[src/rtl/h_u_bam_seq.sv]
// h_u_bam_seq: sequential broken-array multiplier.
// Accumulates one partial-product row per cycle. Rows below the horizontal
// break and partial products below the vertical break are left out.
module h_u_bam_seq #(
  parameter int unsigned N  = 8,
  parameter int unsigned HW = $clog2(N + 1),
  parameter int unsigned VW = $clog2(2 * N)
) (
  input  logic              clk,
  input  logic              rst,
  input  logic              in_valid,
  output logic              in_ready,
  input  logic [N-1:0]      a,
  input  logic [N-1:0]      b,
  input  logic [HW-1:0]     cfg_h,
  input  logic [VW-1:0]     cfg_v,
  output logic              out_valid,
  input  logic              out_ready,
  output logic [2*N-1:0]    out
);

  localparam int unsigned OW = 2 * N;
  // Wide enough to hold cfg_v, j and N without wrap in the mask comparison.
  localparam int unsigned DW = ((HW > VW) ? HW : VW) + 1;

  typedef enum logic [1:0] {
    IDLE = 2'd0,
    BUSY = 2'd1,
    DONE = 2'd2
  } state_t;

  state_t          state;
  logic [HW-1:0]   j_q;
  logic [N-1:0]    a_q;
  logic [N-1:0]    b_q;
  logic [VW-1:0]   v_q;
  logic [OW-1:0]   acc_q;

  logic [DW-1:0]   v_ext;
  logic [DW-1:0]   j_ext;
  logic [DW-1:0]   diff;
  logic [N-1:0]    b_sh;
  logic [N-1:0]    row;
  logic [OW-1:0]   addend;
  logic [OW-1:0]   acc_sum;
  logic            row_live;
  logic            last_row;

  // Current row's contribution: a masked to bits i >= cfg_v - j, shifted by j.
  always_comb begin
    v_ext    = DW'(v_q);
    j_ext    = DW'(j_q);
    diff     = v_ext - j_ext;
    b_sh     = b_q >> j_q;
    row      = '0;
    addend   = '0;
    row_live = (j_ext < DW'(N));
    last_row = (j_ext >= DW'(N - 1));
    if (v_ext <= j_ext) begin
      row = a_q;
    end else if (diff >= DW'(N)) begin
      row = '0;
    end else begin
      row = a_q & ({N{1'b1}} << diff);
    end
    if (row_live && b_sh[0]) begin
      addend = OW'(row) << j_q;
    end
    acc_sum = acc_q + addend;
  end

  // Control FSM with registered handshake flags, accumulator and result.
  always_ff @(posedge clk or posedge rst) begin
    if (rst) begin
      state     <= IDLE;
      in_ready  <= 1'b1;
      out_valid <= 1'b0;
      out       <= '0;
      acc_q     <= '0;
      j_q       <= '0;
      a_q       <= '0;
      b_q       <= '0;
      v_q       <= '0;
    end else begin
      case (state)
        IDLE: begin
          if (in_valid) begin
            a_q      <= a;
            b_q      <= b;
            v_q      <= cfg_v;
            j_q      <= (cfg_h > HW'(N)) ? HW'(N) : cfg_h;
            acc_q    <= '0;
            in_ready <= 1'b0;
            state    <= BUSY;
          end
        end
        BUSY: begin
          acc_q <= acc_sum;
          if (last_row) begin
            out       <= acc_sum;
            out_valid <= 1'b1;
            state     <= DONE;
          end else begin
            j_q <= j_q + HW'(1);
          end
        end
        DONE: begin
          if (out_ready) begin
            out_valid <= 1'b0;
            in_ready  <= 1'b1;
            state     <= IDLE;
          end
        end
        default: begin
          out_valid <= 1'b0;
          in_ready  <= 1'b1;
          state     <= IDLE;
        end
      endcase
    end
  end

endmodule
[config.mk]
export PLATFORM = sky130hd
export DESIGN_NAME = h_u_bam_seq
export DESIGN_NICKNAME = d
export VERILOG_FILES = /design/src/rtl/h_u_bam_seq.sv
export SDC_FILE = /design/constraint.sdc
export NUM_CORES = 1
export LEC_CHECK = 0
export ABC_AREA = 1
export BUFFER_PORTS_ARGS = -buffer_cell sky130_fd_sc_hd__buf_2
export CAP_MARGIN = 20
export CORE_MARGIN = 3
export CORE_UTILIZATION = 25
export CTS_CLUSTER_DIAMETER = 120
export CTS_CLUSTER_SIZE = 10
export DETAILED_ROUTE_END_ITERATION = 10
export GPL_TIMING_DRIVEN = 0
export PLACE_DENSITY = 0.48
export SLEW_MARGIN = 30
export SYNTH_ARGS = -nofsm -noshare
export SYNTH_HDL_FRONTEND = slang
export SYNTH_SLANG_ARGS = --single-unit
[constraint.sdc]
create_clock -name clk -period 7.5 [get_ports clk]
set_input_delay 2.25 -clock clk [delete_from_list [all_inputs] [get_ports clk]]
set_output_delay 2.25 -clock clk [all_outputs]
set_load 0.1 [all_outputs]
-- Word-level counts from Yosys, hierarchy flattened
Index checks and enable logic that the tools add are counted.
- register bits after elaboration: 60
- bits in latches: 0
- memory bits (writable): 0
- bits in read-only memories: 0
- input bits: 28
- logic and storage cells: 58
- memories: 0
- add/subtract/negate cells: 3
- multiply operators: 0
- divide/modulo/power cells: 0
- $lt $le $gt $ge: 5
- eq/ne operators: 6
- shift-type cells: 3
- multiplexer cells: 19
- bitwise gates (word level): 3
- reduce and logical (&&, ||, !) cells: 10
- operators with widths (kind ; count):
    2-to-1 mux 16 bit ; 2
    case mux 16 bit (2 select lines) ; 1
    adder 16 bit ; 1
    2-to-1 mux 8 bit ; 2
    left shift 8 x 4 -> 16 bit ; 1
    2-to-1 mux 4 bit ; 3
    AND reduction 3 bit ; 4
    bitwise AND 8 bit ; 1
    != test 2 bit, second input constant ; 4
    case mux 4 bit (2 select lines) ; 1
    left shift 8 x 5 -> 8 bit, first input constant ; 1
    >> shifter 8 x 4 -> 1 bit ; 1
    2-to-1 mux 2 bit ; 3
    case mux 1 bit (3 select lines) ; 2
    case mux 2 bit (3 select lines) ; 1
    AND reduction 2 bit ; 3
    greater-or-equal comparator 5 x 4 -> 1 bit, second input constant ; 1
    subtractor 4 x 4 -> 5 bit ; 1
    adder 4 x 1 -> 4 bit, second input constant ; 1
    greater-or-equal comparator 4 x 3 -> 1 bit, second input constant ; 1
    greater-than comparator 4 bit, second input constant ; 1
    less-or-equal comparator 4 bit ; 1
    < comparator 4 bit, second input constant ; 1
    2-to-1 mux 1 bit ; 4
    6 further kinds ; 7

-- Longest topological paths before layout
Gate-level depths: netlist of run 1.
- word-level depth: 9
- depth in mapped cells: 27

-- Worst setup path after synthesis of run 1
OpenSTA, ideal clock, no wires.
- path type: register to register
- start: register j_q[1]
- end: register out[10]
- arrival time: 3.331 ns
- required time: 7.380 ns
- setup slack: 4.050 ns
- cell stages (with the launch flop): 24
- path buffers: 1
- period minus slack after synthesis: 3.450 ns
- path through: dfrtp_1 inv_1 buf_1 fa_1 inv_1 nand4_1 nand3_1 nand2_1 inv_1 nand4_1 nor2_1 ha_1 inv_1 fa_1 o21ai_2 nand3_1 nand2_1 nand2_1 nand2_1 nand2_1 nand2_1 nand2_1 nand3_1 nand2_1
- word-level cells in the longest chain between the ends: 8
- elaborated cells between the ends (all ways): 15
- classes of those cells: add/sub (2); order compare (4); shift (3); mux (3); bitwise (1); reduce/logical (2)
- ends and longest elaborated chain (element ; RTL line ; source):
    from (decl) ; 33 ; logic [HW-1:0] j_q;
    from (signal assigned) ; 91 ; j_q <= (cfg_h > HW'(N)) ? HW'(N) : cfg_h;
    from (signal assigned) ; 104 ; j_q <= j_q + HW'(1);
    subtractor 4 x 4 -> 5 bit ; 53 ; diff = v_ext - j_ext;
    left shift 8 x 5 -> 8 bit ; 64 ; row = a_q & ({N{1'b1}} << diff);
    bitwise AND 8 bit ; 64 ;
    2-to-1 mux 8 bit ; 61 ; end else if (diff >= DW'(N)) begin
    2-to-1 mux 8 bit ; 59 ; if (v_ext <= j_ext) begin
    left shift 8 x 4 -> 16 bit ; 67 ; addend = OW'(row) << j_q;
    2-to-1 mux 16 bit ; 66 ; if (row_live && b_sh[0]) begin
    adder 16 bit ; 69 ; acc_sum = acc_q + addend;
    to (signal assigned) ; 100 ; out <= acc_sum;
    to (decl) ; 19 ; output logic [2*N-1:0] out
Parallel ways exist; a longest one is shown, timed or not.
A chain may end at the register's enable or synchronous reset.

-- Final worst setup path of run 1
Same ends and word-level chain as after synthesis.

==> results of run 1 <==
-- path summary, 6_finish.rpt --
| path | endpoint | slack [ps] | cells past startpoint |
|---|---|---|---|
| setup / recovery | out[10]$_DFFE_PP0P_ | 3290 | 23 |
| hold / removal | out[9]$_DFFE_PP0P_ | 470 | 2 |
| setup reg to reg | out[10]$_DFFE_PP0P_ | 3290 | 23 |
| hold reg to reg | out[9]$_DFFE_PP0P_ | 470 | 2 |
| max in group asynchronous | out[2]$_DFFE_PP0P_ | 5090 | 3 |
| min in group asynchronous | state[1]$_DFFE_PP0P_ | 1900 | 2 |
-- per-stage QoR --
| stage | hold slack, ps | power, mW | std cells | cell area [µm²] | setup slack, ps |
|---|---|---|---|---|---|
| after floorplan | 443.6 | 1.669 | 530 | 3812 | 3767 |
| final | 473.0 | 2.388 | 776 | 4588 | 3290 |
| after detailed placement | 464.6 | 1.979 | 760 | 4290 | 3292 |
| after global placement | 462.9 | 1.958 | 759 | 4268 | 2869 |
| after CTS | 479.0 | 2.413 | 776 | 4588 | 3281 |
| after global routing | 484.7 | 2.620 | 776 | 4588 | 2893 |
-- worst reg2reg max path, stage by stage, from the launching register on --
cell and delay, ps:
dfrtp_1 440, inv_1 200, buf_1 500, fa_1 530
inv_1 110, nand4_1 120, nand3_1 110, nand2_1 50
inv_1 90, nand4_1 130, nor2_1 160, ha_1 190
inv_1 60, fa_1 420, o21ai_2 260, nand3_1 100
nand2_1 140, nand2_1 60, nand2_1 90, nand2_1 80
nand2_1 60, nand2_1 60, nand3_1 90, nand2_1 60
-- cell usage after synthesis, types with 6 or more instances --
library cell  instances
clkbuf_1              6
inv_2                 6
inv_1                40
a21oi_1              18
o21ai_0              34
ha_1                 20
nand3_1              78
nor2_1               30
nand2_1             183
dfrtp_1              59
xnor2_1               6
nand4_1               9
-- state kept, by name, indices dropped and copies added (netlist names) --
signal and count:
a_q 8, acc_q 16, b_q 8, in_ready 1, j_q 4, out 16
out_valid 1, state 2, v_q 4
-- metal layers --
| metal | wire length [µm] | track usage, % | up-vias | part of all wire [%] |
|---|---|---|---|---|
| met5 | 0 | 0 | - | 0 |
| met2 | 4429 | 20.37 | 61 | 44 |
| met4 | 207 | 6.051 | 0 | 2.1 |
| met1 | 4899 | 16.84 | 1657 | 49 |
| met3 | 468 | 3.792 | 17 | 4.7 |
| li1 | - | - | 1864 | - |
-- cells in the final DEF (no fill, tap or decap), types with 5 or more instances in the layout --
cell type / n
clkbuf_16: 9
nand4_1: 9
nand3_1: 78
inv_2: 6
clkbuf_1: 10
o21ai_0: 34
nand2_1: 183
or2_2: 5
nor2_1: 30
xnor2_1: 6
a21oi_1: 18
buf_2: 50
dfrtp_1: 59
ha_1: 20
inv_1: 39
-- cell families after synthesis --
logic type | Yosys count
xor+xnor | 7
fa+ha+maj | 22
simple gates | 319
buf+inv | 60
flops | 60
compound gates | 62
-- cell type report --
class                      count  share of cell area (%)
multi-input combinational    410                   45.30
sequential                    60                   32.75
clock buffer                  15                   5.836
timing repair buffer          46                   5.345
tap                          184                   5.018
inverter                      47                   3.900
buffer                        13                   1.200
clock inverter                 1                  0.6545
-- power by group through the flow --
stage          Clock, mW  Sequential, mW  Combinational (mW)
2_1_floorplan          0           0.784               0.884
3_3_place_gp           0           0.550                1.41
3_5_place_dp           0           0.550                1.43
4_1_cts            0.433           0.547                1.43
5_1_grt            0.447           0.564                1.61
6_report           0.419           0.545                1.42
==> impl_metrics.py, run 1 <==
metrics = {
    "sta": {
        "setup-violations-final": 0,
        "tightest_slew_ps": 598.2,
        "rsz0062_at_grt": "no",
        "relSlewSlack_pct": 60.12,
        "fmax_ghz": 0.2376,
        "finalSetupTns_ps": 0,
        "finalCritPeriodShare_pct": 56.13,
        "slew_viol_final": 0,
        "period_minus_slack_ps": 4210,
        "skew_ps": 8.658,
        "finalHoldViolations": 0,
    },
    "logic_synthesis": {
        "synth_top_family_by_area": "simple AND/OR/NAND/NOR gates",
        "synthMuxAreaShare_pct": 0,
        "yosys_register_bits": 60,
        "ys_types": 34,
        "synth_area_um2": 3812,
        "yosys.area_share.simple_pct": 36.69,
        "synth_edf_count": 0,
        "synthFlopType": "dfrtp_1",
        "syn_inst": 530,
        "synthAdderAreaFrac_pct": 7.614,
        "yosys.area.top_type": "dfrtp_1",
        "synth_nets": 580,
        "synth-xor-area-share_pct": 1.608,
        "synth_compound_area_share_pct": 8.599,
        "synthTopCellsByArea": "dfrtp_1 39%, nand2_1 18%, nand3_1 10%, ha_1 6.6%, o21ai_0 4.5%",
        "avgSynthCellArea_um2": 7.193,
        "yosysTopAreaCellShare_pct": 38.73,
        "synth_warnings": 0,
        "ys_async_sr_fraction_pct": 100.0,
        "seq_area_frac_synth_pct": 39.42,
    },
    "die": {
        "ios": 46,
        "die_h_um": 129.5,
        "design.core.area_um2": 14700,
        "initial_core_util_pct": 25.94,
        "die_w_um": 129.5,
        "row_count": 44,
        "die_area_um2": 16770,
    },
    "clock_network": {
        "holdBufCountCts": 0,
        "clockRootBuffer": "clkbuf_16",
        "h-tree-depth": 3,
        "postCtsSetupRepairBufs": 0,
        "cts_buffers": 9,
        "ctsResizeCount": 0,
        "path_clk_slew_ps": 50,
        "cts_tree": "built",
        "clk_path_buf_depth": 2,
        "clock-sinks": 60,
        "insertion_delay_ps": 340,
    },
    "power_and_ir_drop": {
        "clkPwrFrac_pct": 17.6,
        "peakVddDrop_v": 0.0001630,
        "power_density_nw_per_um2": 520.5,
        "combinationalPowerShare_pct": 59.6,
        "power_switching_share_pct": 52.75,
        "power_leakage_nw": 2.410,
        "cell_internal_pwr_mw": 1.128,
        "power.switching_mw": 1.260,
        "pwr-share-seq_pct": 22.8,
    },
    "routing": {
        "routedWlPerCell_um": 12.89,
        "routed_wl_mm": 10.00,
        "drt_first_pass_iters": 4,
        "drc": 0,
        "drt_iter0_markers": 185,
        "vias_per_cell": 4.638,
        "num_vias": 3599,
        "antenna_left": 0,
    },
    "cells_and_area": {
        "fillers": 1584,
        "antenna_cells": 0,
        "syn_to_final_growth_pct": 20.35,
        "seqCellArea_um2": 1503,
        "multi_input_area_um2": 2078,
        "final_nets": 637,
        "drive_above_1_share_pct": 14.19,
        "final_util_pct": 31.21,
    },
    "run": {
        "maxCapViolCount": 0,
    },
    "critical_path": {
        "timing.critical_path.fanout_max": 11,
        "path_cells": "inv_1, buf_1, fa_1, inv_1, nand4_1, nand3_1, nand2_1, inv_1, nand4_1, nor2_1, ha_1, inv_1, fa_1, o21ai_2, nand3_1, nand2_1, nand2_1, nand2_1, nand2_1, nand2_1, nand2_1, nand3_1, nand2_1",
        "cp-start-kind": "flip-flop",
        "r2r_start": "j_q[1]$_DFFE_PP0P_",
        "critical_path.max_stage_delay_ps": 530,
        "cp_top_family": "simple AND/OR/NAND/NOR gates",
        "crit_top_cell": "nand2_1",
        "crit_buf_inv": 5,
        "startpoint": "j_q[1]$_DFFE_PP0P_",
        "critPathSlowestCell": "fa_1",
        "endpoint_kind": "flip-flop",
        "required_ps": 7730,
        "cp.arrival_ps": 4440,
        "critPathKind": "reg -> reg",
    },
    "placed_design": {
        "port_buffers": 45,
        "hpwlAfterDp_mm": 7.901,
        "gp_congestion": 0.8556,
    },
    "hold_path": {
        "hold_start": "out[9]$_DFFE_PP0P_",
        "hold_path_class": "reg -> reg",
    },
    "grt": {
        "grt_max_degree": 33,
        "grt_antenna_before_repair": 0,
        "first_global_vias": 3710,
        "grt_overflow": 0,
        "grt_pass1_wl_mm": 17.26,
        "track_usage_pct": 13.10,
    },
    "run_status": {
        "status": "complete, no violations",
    },
}
(Power assumes the default switching activity.)
==> run 2, diff against run 1 <==
Settings changed: ABC_AREA 1 to 0.
Clock period 7.5 ns to 4.4 ns, I/O delays scaled along.
==> run 2 against run 1 <==
  * Combinational power up 110%
  * Clock-buffer cell count down 4
  * Critical path type unchanged
  * Synthesized area up 7.5%
  * Via count up 3.0%
  * Global-route usage up 0.66 points
==> impl_metrics.py, run 2 <==
metrics = {
    "die": {
        "die_area_um2": 17970,
        "die_h_um": 134.1,
        "design.core.area_um2": 15940,
        "initial_core_util_pct": 25.72,
        "ios": 46,
        "row_count": 46,
        "die_w_um": 134.1,
    },
    "grt": {
        "grt_antenna_before_repair": 0,
        "first_global_vias": 3757,
        "grt_pass1_wl_mm": 19.50,
        "grt_overflow": 0,
        "grt_max_degree": 48,
        "track_usage_pct": 13.76,
    },
    "clock_network": {
        "clock-sinks": 60,
        "h-tree-depth": 3,
        "clockRootBuffer": "clkbuf_16",
        "insertion_delay_ps": 350,
        "path_clk_slew_ps": 60,
        "cts_buffers": 9,
        "holdBufCountCts": 0,
        "cts_tree": "built",
        "clk_path_buf_depth": 2,
    },
    "logic_synthesis": {
        "synthTopCellsByArea": "dfrtp_1 36%, ha_1 6.1%, nand2_1 6.0%, mux2_2 4.9%, o21ai_0 3.8%",
        "ys_async_sr_fraction_pct": 100.0,
        "ys_types": 66,
        "synth_area_um2": 4100,
        "syn_inst": 466,
        "yosys_register_bits": 60,
        "yosysTopAreaCellShare_pct": 36.01,
        "seq_area_frac_synth_pct": 36.65,
        "synth_most_common_cell": "nand2_1",
        "synthFlopType": "dfrtp_1",
        "avgSynthCellArea_um2": 8.799,
        "synth_edf_count": 0,
        "yosys.area.top_type": "dfrtp_1",
        "synth_nets": 516,
        "synth_warnings": 0,
        "synthTopCellsByCount": "65 x nand2_1, 59 x dfrtp_1, 31 x o21ai_0, 29 x nor2_1, 25 x a21oi_1",
    },
    "cells_and_area": {
        "final_common_cell": "nand2_1",
        "drive_above_1_share_pct": 27.05,
        "reg_top3": "acc_q: 16 flops, out: 16 flops",
        "final_nets": 581,
        "final_cell_mix": "64 x nand2_1, 57 x dfrtp_1, 51 x buf_2",
        "syn_to_final_growth_pct": 28.01,
        "fillers": 1685,
        "antenna_cells": 0,
        "final_cell_area_um2": 5249,
    },
    "critical_path": {
        "crit_buf_inv": 4,
        "critical_path.max_stage_delay_ps": 380,
        "ff2ff_path_depth": 19,
        "critPathKind": "reg -> reg",
        "endpoint": "out[14]$_DFFE_PP0P_",
        "r2r_start": "v_q[0]$_DFFE_PP0P_",
        "crit_top_cell": "inv_1",
        "r2r_end": "out[14]$_DFFE_PP0P_",
        "timing.critical_path.fanout_max": 5,
        "path_cells": "inv_1, ha_2, inv_1, fa_2, xor2_1, a21oi_1, o211ai_1, buf_4, o32a_1, nor2_1, ha_1, inv_1, fa_2, nor2b_4, o31a_1, or3_4, a311o_1, or3_1, nand3_1",
        "cp-start-kind": "flip-flop",
        "critPathSlowestCell": "fa_2",
        "path_depth": 19,
        "required_ps": 4680,
        "cp_top_family": "compound AO/OA/AOI/OAI gates",
        "startpoint": "v_q[0]$_DFFE_PP0P_",
        "cp.arrival_ps": 4450,
        "reg2reg_slack_ps": 240,
        "endpoint_kind": "flip-flop",
    },
    "placed_design": {
        "place_area_um2": 4626,
        "gp_congestion": 0.8605,
        "port_buffers": 45,
        "hpwlAfterDp_mm": 9.003,
    },
    "power_and_ir_drop": {
        "peakVddDrop_v": 0.0003371,
        "power_leakage_nw": 2.236,
        "power_density_nw_per_um2": 880.3,
        "power.total_mw": 4.621,
    },
    "sta": {
        "period_minus_slack_ps": 4164,
        "finalHoldViolations": 0,
        "finalCritPeriodShare_pct": 94.63,
        "skew_ps": 5.276,
        "fmax_ghz": 0.2402,
        "relSlewSlack_pct": 52.19,
        "slew_viol_final": 0,
        "setup-violations-final": 0,
        "tightest_slew_ps": 714.5,
    },
    "routing": {
        "drt_first_pass_iters": 4,
        "vias_per_cell": 4.931,
        "routedWlPerCell_um": 15.74,
        "drt_iter0_markers": 145,
        "routed_wl_mm": 11.84,
        "drc": 0,
        "num_vias": 3708,
        "antenna_left": 0,
    },
    "hold_path": {
        "hold_path_class": "reg -> reg",
    },
    "run": {
        "maxCapViolCount": 0,
    },
    "run_status": {
        "status": "complete, no violations",
    },
}
[run 2: area by class of cell]
cell class                 instances  area, µm²  area share (%)
buffer                            20      90.09           1.716
clock buffer                      11      252.7           4.815
clock inverter                     5      58.81           1.120
inverter                          18      73.82           1.406
multi-input combinational        365       2663           50.73
sequential                        60       1505           28.68
tap                              216      270.3           5.149
timing repair buffer              57      335.3           6.389
[run 2: worst reg2reg max path, stage by stage (launching register included)]
cell	delay, ps
dfrtp_1	350
inv_1	70
ha_2	180
inv_1	50
fa_2	380
xor2_1	230
a21oi_1	70
o211ai_1	210
buf_4	200
o32a_1	250
nor2_1	70
ha_1	230
inv_1	100
fa_2	240
nor2b_4	50
o31a_1	270
or3_4	360
a311o_1	340
or3_1	370
nand3_1	90
[run 2: worst min path at each step]
stage                          start                    end  slack (ps)  cells after the start
2_1_floorplan  acc_q[12]$_DFFE_PP0P_  acc_q[12]$_DFFE_PP0P_         460                      2
3_3_place_gp      out[1]$_DFFE_PP0P_     out[1]$_DFFE_PP0P_         470                      2
3_5_place_dp      out[5]$_DFFE_PP0P_     out[5]$_DFFE_PP0P_         470                      2
4_1_cts           out[5]$_DFFE_PP0P_     out[5]$_DFFE_PP0P_         480                      2
5_1_grt          out[10]$_DFFE_PP0P_    out[10]$_DFFE_PP0P_         510                      2
6_report          out[1]$_DFFE_PP0P_     out[1]$_DFFE_PP0P_         470                      2
[run 2: kinds of logic (layout without fill, tap and decap cells)]
logic type | count (synthesis) | in the layout | synth area share, %
DFF | 60 | 60 | 36.65
buffers and inverters | 41 | 111 | 4.089
adders and majority gates | 22 | 22 | 7.080
AOI/OAI and AO/OA | 137 | 137 | 22.77
muxes | 24 | 24 | 6.713
and+or+nand+nor | 173 | 173 | 20.78
xor gates and xnor gates | 9 | 9 | 1.923
[run 2: per-stage QoR]
stage	worst slack (ps)	TNS [ps]	hold WS [ps]	util, %	instances
after floorplan	248.1	0	455.5	-	466
after global placement	-653.1	-8332	465.6	28.83	727
after detailed placement	-736.8	-10090	468.2	29.01	728
after CTS	7.273	0	481.7	31.25	745
after global routing	-19.62	-40.40	505.6	32.92	752
final	236.3	0	473.5	32.92	752
[run 2: routing by layer]
| metal | track usage, % | vias to the layer above | part of all wire [%] |
|---|---|---|---|
| met5 | 0 | - | 0 |
| met4 | 4.751 | 0 | 1.6 |
| met3 | 3.976 | 14 | 4.0 |
| met2 | 22.63 | 55 | 49 |
| met1 | 17.36 | 1789 | 46 |
| li1 | - | 1850 | - |
[run 2: repair_timing]
item,4_1_cts,5_1_grt
endpoints found under the setup margin,20,16
resized for setup,9,40
buffers inserted,3,8
pin swaps,2,17
[run 2: power breakdown]
group | switching (mW) | internal (mW) | total (mW)
Sequential | 0.163 | 0.787 | 0.950
Clock | 0.276 | 0.470 | 0.745
Combinational | 1.89 | 1.04 | 2.93
Total | 2.33 | 2.29 | 4.62
